**src/rtl/image_buffer_loader_if.sv**
```systemverilog
// Byte-stream handshake bundle between the host front end and the image loader:
// rx carries image bytes into the loader, tx returns the tagged result byte.
interface image_buffer_loader_if;
    logic [7:0] rx_data;
    logic       rx_valid;
    logic       rx_ready;
    logic [7:0] tx_data;
    logic       tx_valid;
    logic       tx_ready;

    modport master (
        output rx_data, rx_valid, tx_ready,
        input  rx_ready, tx_data, tx_valid
    );

    modport slave (
        input  rx_data, rx_valid, tx_ready,
        output rx_ready, tx_data, tx_valid
    );
endinterface

```
**src/rtl/image_buffer_loader.sv**
```systemverilog
// Packs a host byte stream into the BNN image vector and returns the class result as a tagged byte.
// Optional feature macro: CHECKSUM_EN (trailing XOR byte validates each image).
module image_buffer_loader #(
    parameter int unsigned IMG_BITS   = 904,
    parameter logic [3:0]  RESULT_TAG = 4'hA
) (
    input  logic                 clk,
    input  logic                 rst_n,
    image_buffer_loader_if.slave bus,
    input  logic                 buffer_clear,
    output logic [IMG_BITS-1:0]  img_out,
    output logic                 img_buffer_full,
    input  logic [3:0]           result_in,
    input  logic                 result_ready,
    output logic [6:0]           fill_count,
    output logic                 overflow_err,
    output logic                 checksum_err
);
    localparam int unsigned NUM_BYTES = IMG_BITS / 8;
    localparam int unsigned IDX_W     = $clog2(IMG_BITS);
    localparam logic [6:0]  LAST_CNT  = 7'(NUM_BYTES - 1);
`ifdef CHECKSUM_EN
    localparam logic [6:0]  FULL_CNT  = 7'(NUM_BYTES);
`endif

    typedef enum logic [1:0] {
        FILL,
        WAIT_RESULT,
        SEND
    } state_e;

    state_e              state_q, state_d;
    logic [IMG_BITS-1:0] img_q, img_d;
    logic [6:0]          fill_count_q, fill_count_d;
    logic                full_q, full_d;
    logic [7:0]          tx_data_q, tx_data_d;
    logic                tx_valid_q, tx_valid_d;
    logic                overflow_err_q, overflow_err_d;
    logic                rx_ready_c;
    logic                rx_fire_c;
    logic [IDX_W-1:0]    byte_base_c;
`ifdef CHECKSUM_EN
    logic [7:0]          xor_q, xor_d;
    logic                checksum_err_q, checksum_err_d;
`endif

    assign rx_ready_c  = (state_q == FILL) && !buffer_clear;
    assign rx_fire_c   = bus.rx_valid && rx_ready_c;
    assign byte_base_c = IDX_W'({fill_count_q, 3'b000});

    // Next-state and registered-output logic; buffer_clear overrides every state.
    always_comb begin
        state_d        = state_q;
        img_d          = img_q;
        fill_count_d   = fill_count_q;
        full_d         = full_q;
        tx_data_d      = tx_data_q;
        tx_valid_d     = tx_valid_q;
        overflow_err_d = 1'b0;
`ifdef CHECKSUM_EN
        xor_d          = xor_q;
        checksum_err_d = 1'b0;
`endif
        if (buffer_clear) begin
            state_d      = FILL;
            fill_count_d = 7'd0;
            full_d       = 1'b0;
            tx_valid_d   = 1'b0;
        end else begin
            case (state_q)
                FILL: begin
                    if (rx_fire_c) begin
`ifdef CHECKSUM_EN
                        // A count of NUM_BYTES means the next byte is the checksum, not image data.
                        if (fill_count_q == FULL_CNT) begin
                            if (bus.rx_data == xor_q) begin
                                state_d = WAIT_RESULT;
                                full_d  = 1'b1;
                            end else begin
                                checksum_err_d = 1'b1;
                                fill_count_d   = 7'd0;
                            end
                        end else begin
                            img_d[byte_base_c +: 8] = bus.rx_data;
                            xor_d        = ((fill_count_q == 7'd0) ? 8'h00 : xor_q) ^ bus.rx_data;
                            fill_count_d = fill_count_q + 7'd1;
                        end
`else
                        img_d[byte_base_c +: 8] = bus.rx_data;
                        fill_count_d = fill_count_q + 7'd1;
                        if (fill_count_q == LAST_CNT) begin
                            state_d = WAIT_RESULT;
                            full_d  = 1'b1;
                        end
`endif
                    end
                end
                WAIT_RESULT: begin
                    overflow_err_d = bus.rx_valid;
                    if (result_ready) begin
                        tx_data_d  = {RESULT_TAG, result_in};
                        tx_valid_d = 1'b1;
                        state_d    = SEND;
                    end
                end
                SEND: begin
                    overflow_err_d = bus.rx_valid;
                    if (tx_valid_q && bus.tx_ready) begin
                        tx_valid_d   = 1'b0;
                        full_d       = 1'b0;
                        fill_count_d = 7'd0;
                        state_d      = FILL;
                    end
                end
                default: begin
                    state_d = FILL;
                end
            endcase
        end
    end

    always_ff @(posedge clk or negedge rst_n) begin
        if (!rst_n) begin
            state_q        <= FILL;
            img_q          <= '0;
            fill_count_q   <= 7'd0;
            full_q         <= 1'b0;
            tx_data_q      <= 8'h00;
            tx_valid_q     <= 1'b0;
            overflow_err_q <= 1'b0;
        end else begin
            state_q        <= state_d;
            img_q          <= img_d;
            fill_count_q   <= fill_count_d;
            full_q         <= full_d;
            tx_data_q      <= tx_data_d;
            tx_valid_q     <= tx_valid_d;
            overflow_err_q <= overflow_err_d;
        end
    end

`ifdef CHECKSUM_EN
    always_ff @(posedge clk or negedge rst_n) begin
        if (!rst_n) begin
            xor_q          <= 8'h00;
            checksum_err_q <= 1'b0;
        end else begin
            xor_q          <= xor_d;
            checksum_err_q <= checksum_err_d;
        end
    end
    assign checksum_err = checksum_err_q;
`else
    assign checksum_err = 1'b0;
`endif

    assign bus.rx_ready    = rx_ready_c;
    assign bus.tx_data     = tx_data_q;
    assign bus.tx_valid    = tx_valid_q;
    assign img_out         = img_q;
    assign img_buffer_full = full_q;
    assign fill_count      = fill_count_q;
    assign overflow_err    = overflow_err_q;
endmodule

```
**src/flat_wrapper.sv**
```systemverilog
// flat-port wrapper written by rule: the top's interface ports become plain ports
module image_buffer_loader_flat 
#(
    parameter int unsigned IMG_BITS   = 904,
    parameter logic [3:0]  RESULT_TAG = 4'hA
)
  (clk, rst_n, buffer_clear, img_out, img_buffer_full, result_in, result_ready, fill_count, overflow_err, checksum_err, bus_rx_data, bus_rx_valid, bus_tx_ready, bus_rx_ready, bus_tx_data, bus_tx_valid);
  image_buffer_loader_if bus_i ();
  input  logic clk;
  input  logic rst_n;
  input  logic buffer_clear;
  output logic [IMG_BITS-1:0] img_out;
  output logic img_buffer_full;
  input  logic [3:0] result_in;
  input  logic result_ready;
  output logic [6:0] fill_count;
  output logic overflow_err;
  output logic checksum_err;
  input wire logic [$bits(bus_i.rx_data)-1:0] bus_rx_data;
  input wire logic [$bits(bus_i.rx_valid)-1:0] bus_rx_valid;
  input wire logic [$bits(bus_i.tx_ready)-1:0] bus_tx_ready;
  output wire logic [$bits(bus_i.rx_ready)-1:0] bus_rx_ready;
  output wire logic [$bits(bus_i.tx_data)-1:0] bus_tx_data;
  output wire logic [$bits(bus_i.tx_valid)-1:0] bus_tx_valid;
  assign bus_i.rx_data = bus_rx_data;
  assign bus_i.rx_valid = bus_rx_valid;
  assign bus_i.tx_ready = bus_tx_ready;
  assign bus_rx_ready = bus_i.rx_ready;
  assign bus_tx_data = bus_i.tx_data;
  assign bus_tx_valid = bus_i.tx_valid;
  image_buffer_loader #(.IMG_BITS(IMG_BITS), .RESULT_TAG(RESULT_TAG)) u_core (.clk(clk), .rst_n(rst_n), .bus(bus_i), .buffer_clear(buffer_clear), .img_out(img_out), .img_buffer_full(img_buffer_full), .result_in(result_in), .result_ready(result_ready), .fill_count(fill_count), .overflow_err(overflow_err), .checksum_err(checksum_err));
endmodule
```
**config.mk**
```make
export PLATFORM = sky130hd
export DESIGN_NAME = image_buffer_loader_flat
export DESIGN_NICKNAME = d
export VERILOG_FILES = /design/src/rtl/image_buffer_loader_if.sv /design/src/rtl/image_buffer_loader.sv /design/src/flat_wrapper.sv
export SDC_FILE = /design/constraint.sdc
export NUM_CORES = 1
export LEC_CHECK = 0
export CORE_AREA = 2 2 371 373
export CTS_CLUSTER_DIAMETER = 80
export DETAILED_ROUTE_END_ITERATION = 8
export DIE_AREA = 0 0 373 375
export PLACE_DENSITY_LB_ADDON = 0.05
export SLEW_MARGIN = 0
export SYNTH_ARGS = -nofsm -noshare
export SYNTH_HDL_FRONTEND = slang
export SYNTH_SLANG_ARGS = --single-unit
```
**constraint.sdc**
```tcl
create_clock -name clk -period 5.4 [get_ports clk]
set_input_delay 1.62 -clock clk [delete_from_list [all_inputs] [get_ports clk]]
set_output_delay 1.62 -clock clk [all_outputs]
set_load 0.01 [all_outputs]
```
Yosys cells after proc, flatten, opt, wreduce, memory -nomap -nowiden
Cells that the tools add are included.
{"block": "word_totals", "word_cells": 54, "out_inout_bits": 924, "inputBits": 18, "ff_bits": 921}
{"block": "classes", "n_mux": 21, "n_eq_ne": 7, "n_reduce_logical": 14, "bitwise": 1, "n_addsub": 2, "shifts": 2}
{"operator": "904-bit bitwise mux", "n": 1}
{"operator": "8-bit by 12-bit variable shift with 904-bit output (first input constant)", "n": 1}
{"operator": "8-bit by 12-bit variable part select with 904-bit output", "n": 1}
{"operator": "7-bit two-way mux", "n": 3}
{"operator": "7-bit case mux with 2 select lines", "n": 1}
{"operator": "10-bit negation with 12-bit output", "n": 1}
{"operator": "3-bit AND reduction", "n": 4}
{"operator": "2-bit two-way mux", "n": 5}
{"operator": "1-bit two-way mux", "n": 8}
{"operator": "4-bit AND reduction", "n": 2}
{"operator": "7-bit by 1-bit adder with 7-bit output (second input constant)", "n": 1}
{"operator": "7-bit == test (second input constant)", "n": 1}
{"operator": "3-bit by 2-bit inequality test with 1-bit output (second input constant)", "n": 2}
{"operator": "3-bit inequality test (second input constant)", "n": 2}
{"operator": "2-bit case mux with 3 select lines", "n": 1}
{"operator": "3-bit nonzero test", "n": 2}
{"operator": "1-bit case mux with 2 select lines", "n": 2}
{"operator": "1-bit logical AND", "n": 3}
{"operator": "2-bit by 1-bit == test with 1-bit output (second input constant)", "n": 1}
{"operator": "2-bit == test (second input constant)", "n": 1}
{"operator": "2-bit logical NOT", "n": 1}
{"operator": "2-bit OR reduction", "n": 1}
{"operator": "1-bit logical NOT", "n": 1}
{"operator": "1-bit inverter", "n": 1}

Depth between registers and ports, before layout
{"block": "depth", "word_depth": 6, "depth_mapped": 12, "depth_no_buf": 7}

Least setup slack after synthesis
Ideal clock, no wire load.
{"block": "synth_timing", "kind": "input port to flip-flop", "start": "input port buffer_clear", "end": "register u_core.img_q[200], in the netlist u_core.img_out[200]", "path_buffers": 1, "path_stages": 5, "setup_slack_ps": 1691, "setup_time_ps": 125, "required_ps": 5275, "t_arrival_ps": 3584, "path_cell_list": "and3b_1 buf_2 nand3_1 nor4_4 mux2_2"}
{"block": "synth_between", "elab_chain_cells": 4, "elab_cells_between_ends": 5, "classes_between": "bitwise: 1; reduce/logical: 4"}
{"item": "from (decl)", "line_no": "flat_wrapper.sv:11", "source": "input logic buffer_clear;"}
{"item": "1-bit logical NOT", "line_no": "image_buffer_loader.sv:47", "source": "assign rx_ready_c = (state_q == FILL) && !buffer_clear;"}
{"item": "1-bit logical AND", "line_no": "image_buffer_loader.sv:47"}
{"item": "1-bit logical AND", "line_no": "image_buffer_loader.sv:48", "source": "assign rx_fire_c = bus.rx_valid && rx_ready_c;"}
{"item": "3-bit AND reduction (no line) *"}
{"item": "to (signal assigned)", "line_no": "image_buffer_loader.sv:133", "source": "img_q <= img_d;"}
{"item": "to (decl)", "line_no": "image_buffer_loader.sv:33", "source": "logic [IMG_BITS-1:0] img_q, img_d;"}
Mark *: on every way between the ends. The rest lies on a longest branch, timed or not.
A chain may end at the register's enable or synchronous reset.

Worst setup path in the final report
{"block": "layout_timing", "start": "input port buffer_clear", "end": "output port bus_rx_ready"}
{"block": "layout_between", "elab_chain_cells": 2}
{"item": "1-bit logical NOT", "line_no": "image_buffer_loader.sv:47"}
{"item": "1-bit logical AND", "line_no": "image_buffer_loader.sv:47"}
{"item": "to (decl)", "line_no": "flat_wrapper.sv:22", "source": "output wire logic [$bits(bus_i.rx_ready)-1:0] bus_rx_ready;"}
Every way passes these cells.

==> impl_metrics.py <==
metrics = {
    "drt": {
        "via_per_inst": 4.82,
        "drcViolationCount": 0,
        "drt_first_pass_iters": 5,
        "detailedRoute.firstIterationViolations": 1584,
        "route.vias.total": 27713,
        "antenna_nets_post_route": 0,
        "drt_wl_cell_um": 29.9,
        "drt_wl_total_um": 172000,
    },
    "grt": {
        "pin_count_of_the_biggest_net_entering_global_routing": 88,
        "grt_remaining_overflow": 0,
        "grt_first_pass_wirelength_um": 240000,
        "grtUsageTotal": 0.242,
        "antenna_found_initial": 4,
        "first_global_vias": 29189,
    },
    "clock_tree": {
        "post_cts_hold_buffer_count": 0,
        "cts.sink_count": 921,
        "number_of_buffers_inserted_during_clock_tree_synthesis": 114,
        "cts_max_level": 3,
        "cts_repair_resize_count": 0,
        "number_of_setup_buffers_added_after_cts": 0,
        "tritoncts": "built",
        "root_buffer": "clkbuf_16",
        "clock_insertion_delay_worst_skew_ns": 0.74,
        "cts_buffer_depth": 3,
        "clock_pin_slew_reported_for_the_worst_setup_and_hold_paths_after_clock_tree_synthesis_ns": 0.06,
    },
    "pwr": {
        "p_switching_w": 0.00662,
        "combPwrFrac": 0.230,
        "cellLeakagePower_nw": 24.1,
        "power_density_nw_per_um2": 360,
        "internal-power_w": 0.0127,
        "sequentialPowerShare": 0.375,
        "max-vdd-ir-drop_mv": 0.270,
        "power.clock.fraction": 0.396,
        "switching_share_of_total_power": 0.342,
    },
    "placement": {
        "place_hpwl_um": 126000,
        "dpl.cell_count": 5532,
        "port_buffers": 938,
        "gpl.final_weighted_congestion": 0.810,
    },
    "sta": {
        "tightest_slew_ns": 1.23,
        "finalHoldViolations": 0,
        "skew_ns": 0.0363,
        "rsz0062_at_grt": "false",
        "maxClockFrequency_ghz": 0.211,
        "period_minus_slack_ns": 4.73,
        "slew_violations": 0,
        "worst_relative_slew_slack": 0.179,
        "final_min_period_over_clock_period": 0.876,
        "setup_total_negative_slack_ns": 0,
        "final-setup-viol-count": 0,
    },
    "synth": {
        "synth-seq-area-share": 0.604,
        "synth_seq_cells": 921,
        "synth_cell_type_count": 70,
        "post_synth_main_area_contributors": "dfrtp_1 (60%), mux2_2 (20%), o21ai_0 (3.1%)",
        "yosys_warnings": 0,
        "syn_area_um2": 38200,
        "synth_edf_count": 0,
        "synth-async-reset-ratio": 1.00,
        "most_frequently_used_flop_master_after_synthesis": "dfrtp_1",
        "syn-instance-count": 2878,
        "yosysTopAreaCellShare": 0.604,
        "syn_avg_cell_area_um2": 13.3,
        "synth_most_common_cell": "dfrtp_1",
        "netlist.top_cell.by_area": "dfrtp_1",
        "synth_top_cells_by_count": "dfrtp_1 (921), mux2_2 (683), o21ai_0 (236)",
    },
    "critical_path": {
        "critical_path.reg2reg.startpoint": "u_core.fill_count[0]$_DFFE_PN0P_",
        "cp_data_arrival_time_ns": 3.11,
        "ff2ff_setup_slack_ns": 1.30,
        "timing.rr.end": "u_core.img_out[763]$_DFFE_PN0P_",
        "worst_r2r_path_depth": 9,
        "worst_setup_path_class": "input port to output port",
        "crit_fanout": 8,
        "category_of_the_worst_setup_path_capture_point": "output port",
        "cp-start-kind": "input port",
        "critPathRequiredTime_ns": 3.78,
    },
    "floorplan": {
        "placeableCoreArea_um2": 136000,
        "placement_rows": 136,
        "io-pin-count": 942,
        "initial_utilization": 0.280,
        "chipWidth_um": 373,
        "chip_height_um": 375,
        "die-area_um2": 140000,
    },
    "min_path": {
        "whs_path_cells": 2,
        "hold_start": "u_core.img_out[893]$_DFFE_PN0P_",
        "worstHoldPathType": "register to register",
        "worst_hold_path.endpoint": "u_core.img_out[893]$_DFFE_PN0P_",
    },
    "cells_and_area": {
        "syn_to_final_growth_pct": 40.9,
        "area.sequential_um2": 23000,
        "number_of_fillers_in_the_final_layout": 13281,
        "fin_cells": 5744,
        "share_of_final_layout_standard_cells_stronger_than_drive_strength_1": 0.282,
        "final_nets": 3881,
        "antenna_cells_inserted": 0,
        "area_occupied_by_multi_input_gates_um2": 14400,
    },
    "flow_run": {
        "drv_cap": 0,
    },
    "run_status": {
        "outcome": "completed",
    },
}
## stage by stage
| stage | total power (W) | cell area, um^2 | setup WS, ns | hold WS, ns | utilization |
|---|---|---|---|---|---|
| after floorplan | 0.00959 | 38200 | 1.69 | 0.511 | - |
| after global placement | 0.0119 | 50000 | 0.498 | 0.456 | 0.367 |
| after detailed placement | 0.0119 | 50000 | 0.499 | 0.459 | 0.367 |
| after CTS | 0.0197 | 53800 | 0.664 | 0.473 | 0.394 |
| after global routing | 0.0201 | 53800 | 0.612 | 0.488 | 0.394 |
| final | 0.0193 | 53800 | 0.669 | 0.471 | 0.394 |
## how the worst max path moves through the flow
stage / endpoint / startpoint / cells after the start
floorplan: u_core.img_out[200]$_DFFE_PN0P_ / buffer_clear / 5
global placement: u_core.img_out[836]$_DFFE_PN0P_ / buffer_clear / 7
detailed placement: u_core.img_out[833]$_DFFE_PN0P_ / buffer_clear / 7
CTS: bus_rx_ready / buffer_clear / 4
global route: bus_rx_ready / buffer_clear / 4
finish: bus_rx_ready / buffer_clear / 4
## routing by layer
metal | track usage | part of all wire | vias up
met5 | 0 | 0 | -
met4 | 0.0723 | 0.030 | 0
met3 | 0.0734 | 0.071 | 202
met2 | 0.409 | 0.49 | 886
met1 | 0.295 | 0.41 | 14532
li1 | - | - | 12093
## worst max-delay path, cell delays in order
cell             delay (ns)
clkdlybuf4s50_1        0.59
nor2b_1                0.18
buf_4                  0.16
clkdlybuf4s50_1        0.54
## power by group through the flow
stage	clock, W	sequential [W]	combinational [W]
after CTS	0.00789	0.00724	0.00454
after global routing	0.00813	0.00727	0.00473
after floorplan	0	0.00747	0.00213
after detailed placement	0	0.00736	0.00453
after global placement	0	0.00736	0.00455
final	0.00765	0.00724	0.00444
## final cells by class
| cell class | count | area share |
|---|---|---|
| Clock buffer | 168 | 0.0613 |
| Clock inverter | 44 | 0.00798 |
| Inverter | 23 | 0.00161 |
| Multi-Input combinational cell | 1757 | 0.268 |
| Sequential cell | 921 | 0.429 |
| Tap cell | 1794 | 0.0418 |
| Timing Repair Buffer | 1037 | 0.190 |
## placed cells by master (no fill, tap or decap), types with 8 or more instances in the layout
cell type and n:
o21ai_0 236, clkbuf_8 22, nand3_1 27, a21oi_1 8, nand2b_1 13, o2111ai_2 8, clkbuf_16 115, mux2i_1 16
a21o_1 8, and3_1 16, buf_12 10, o31ai_1 32, nor4_1 9, nor3_1 12, nor3_4 22, nor2_1 215
mux2_2 683, nor4_4 13, o41ai_1 27, inv_1 23, buf_4 89, ha_1 9, buf_2 8, clkbuf_1 31
or2_2 19, clkinv_2 26, and2_1 41, mux2_4 8, dfrtp_1 921, or3_1 17, a211oi_4 21, nor2_2 11
nand2_1 203, clkdlybuf4s50_1 929
## registers in the layout (all words and copies together) (netlist names)
signal and cells:
u_core.fill_count 7, u_core.img_buffer_full 1, u_core.img_out 904, u_core.bus.tx_data 5, u_core.overflow_err 1, u_core.state_q 2, u_core.bus.tx_valid 1
## cell families after synthesis
logic type	synth area share
xor+xnor	0.00203
buf+inv	0.0237
flops	0.604
fa+ha+maj	0.00295
other cells	0.0000983
simple gates	0.0892
compound gates	0.0680
mux	0.210
Power figures use the tool's default switching activity.
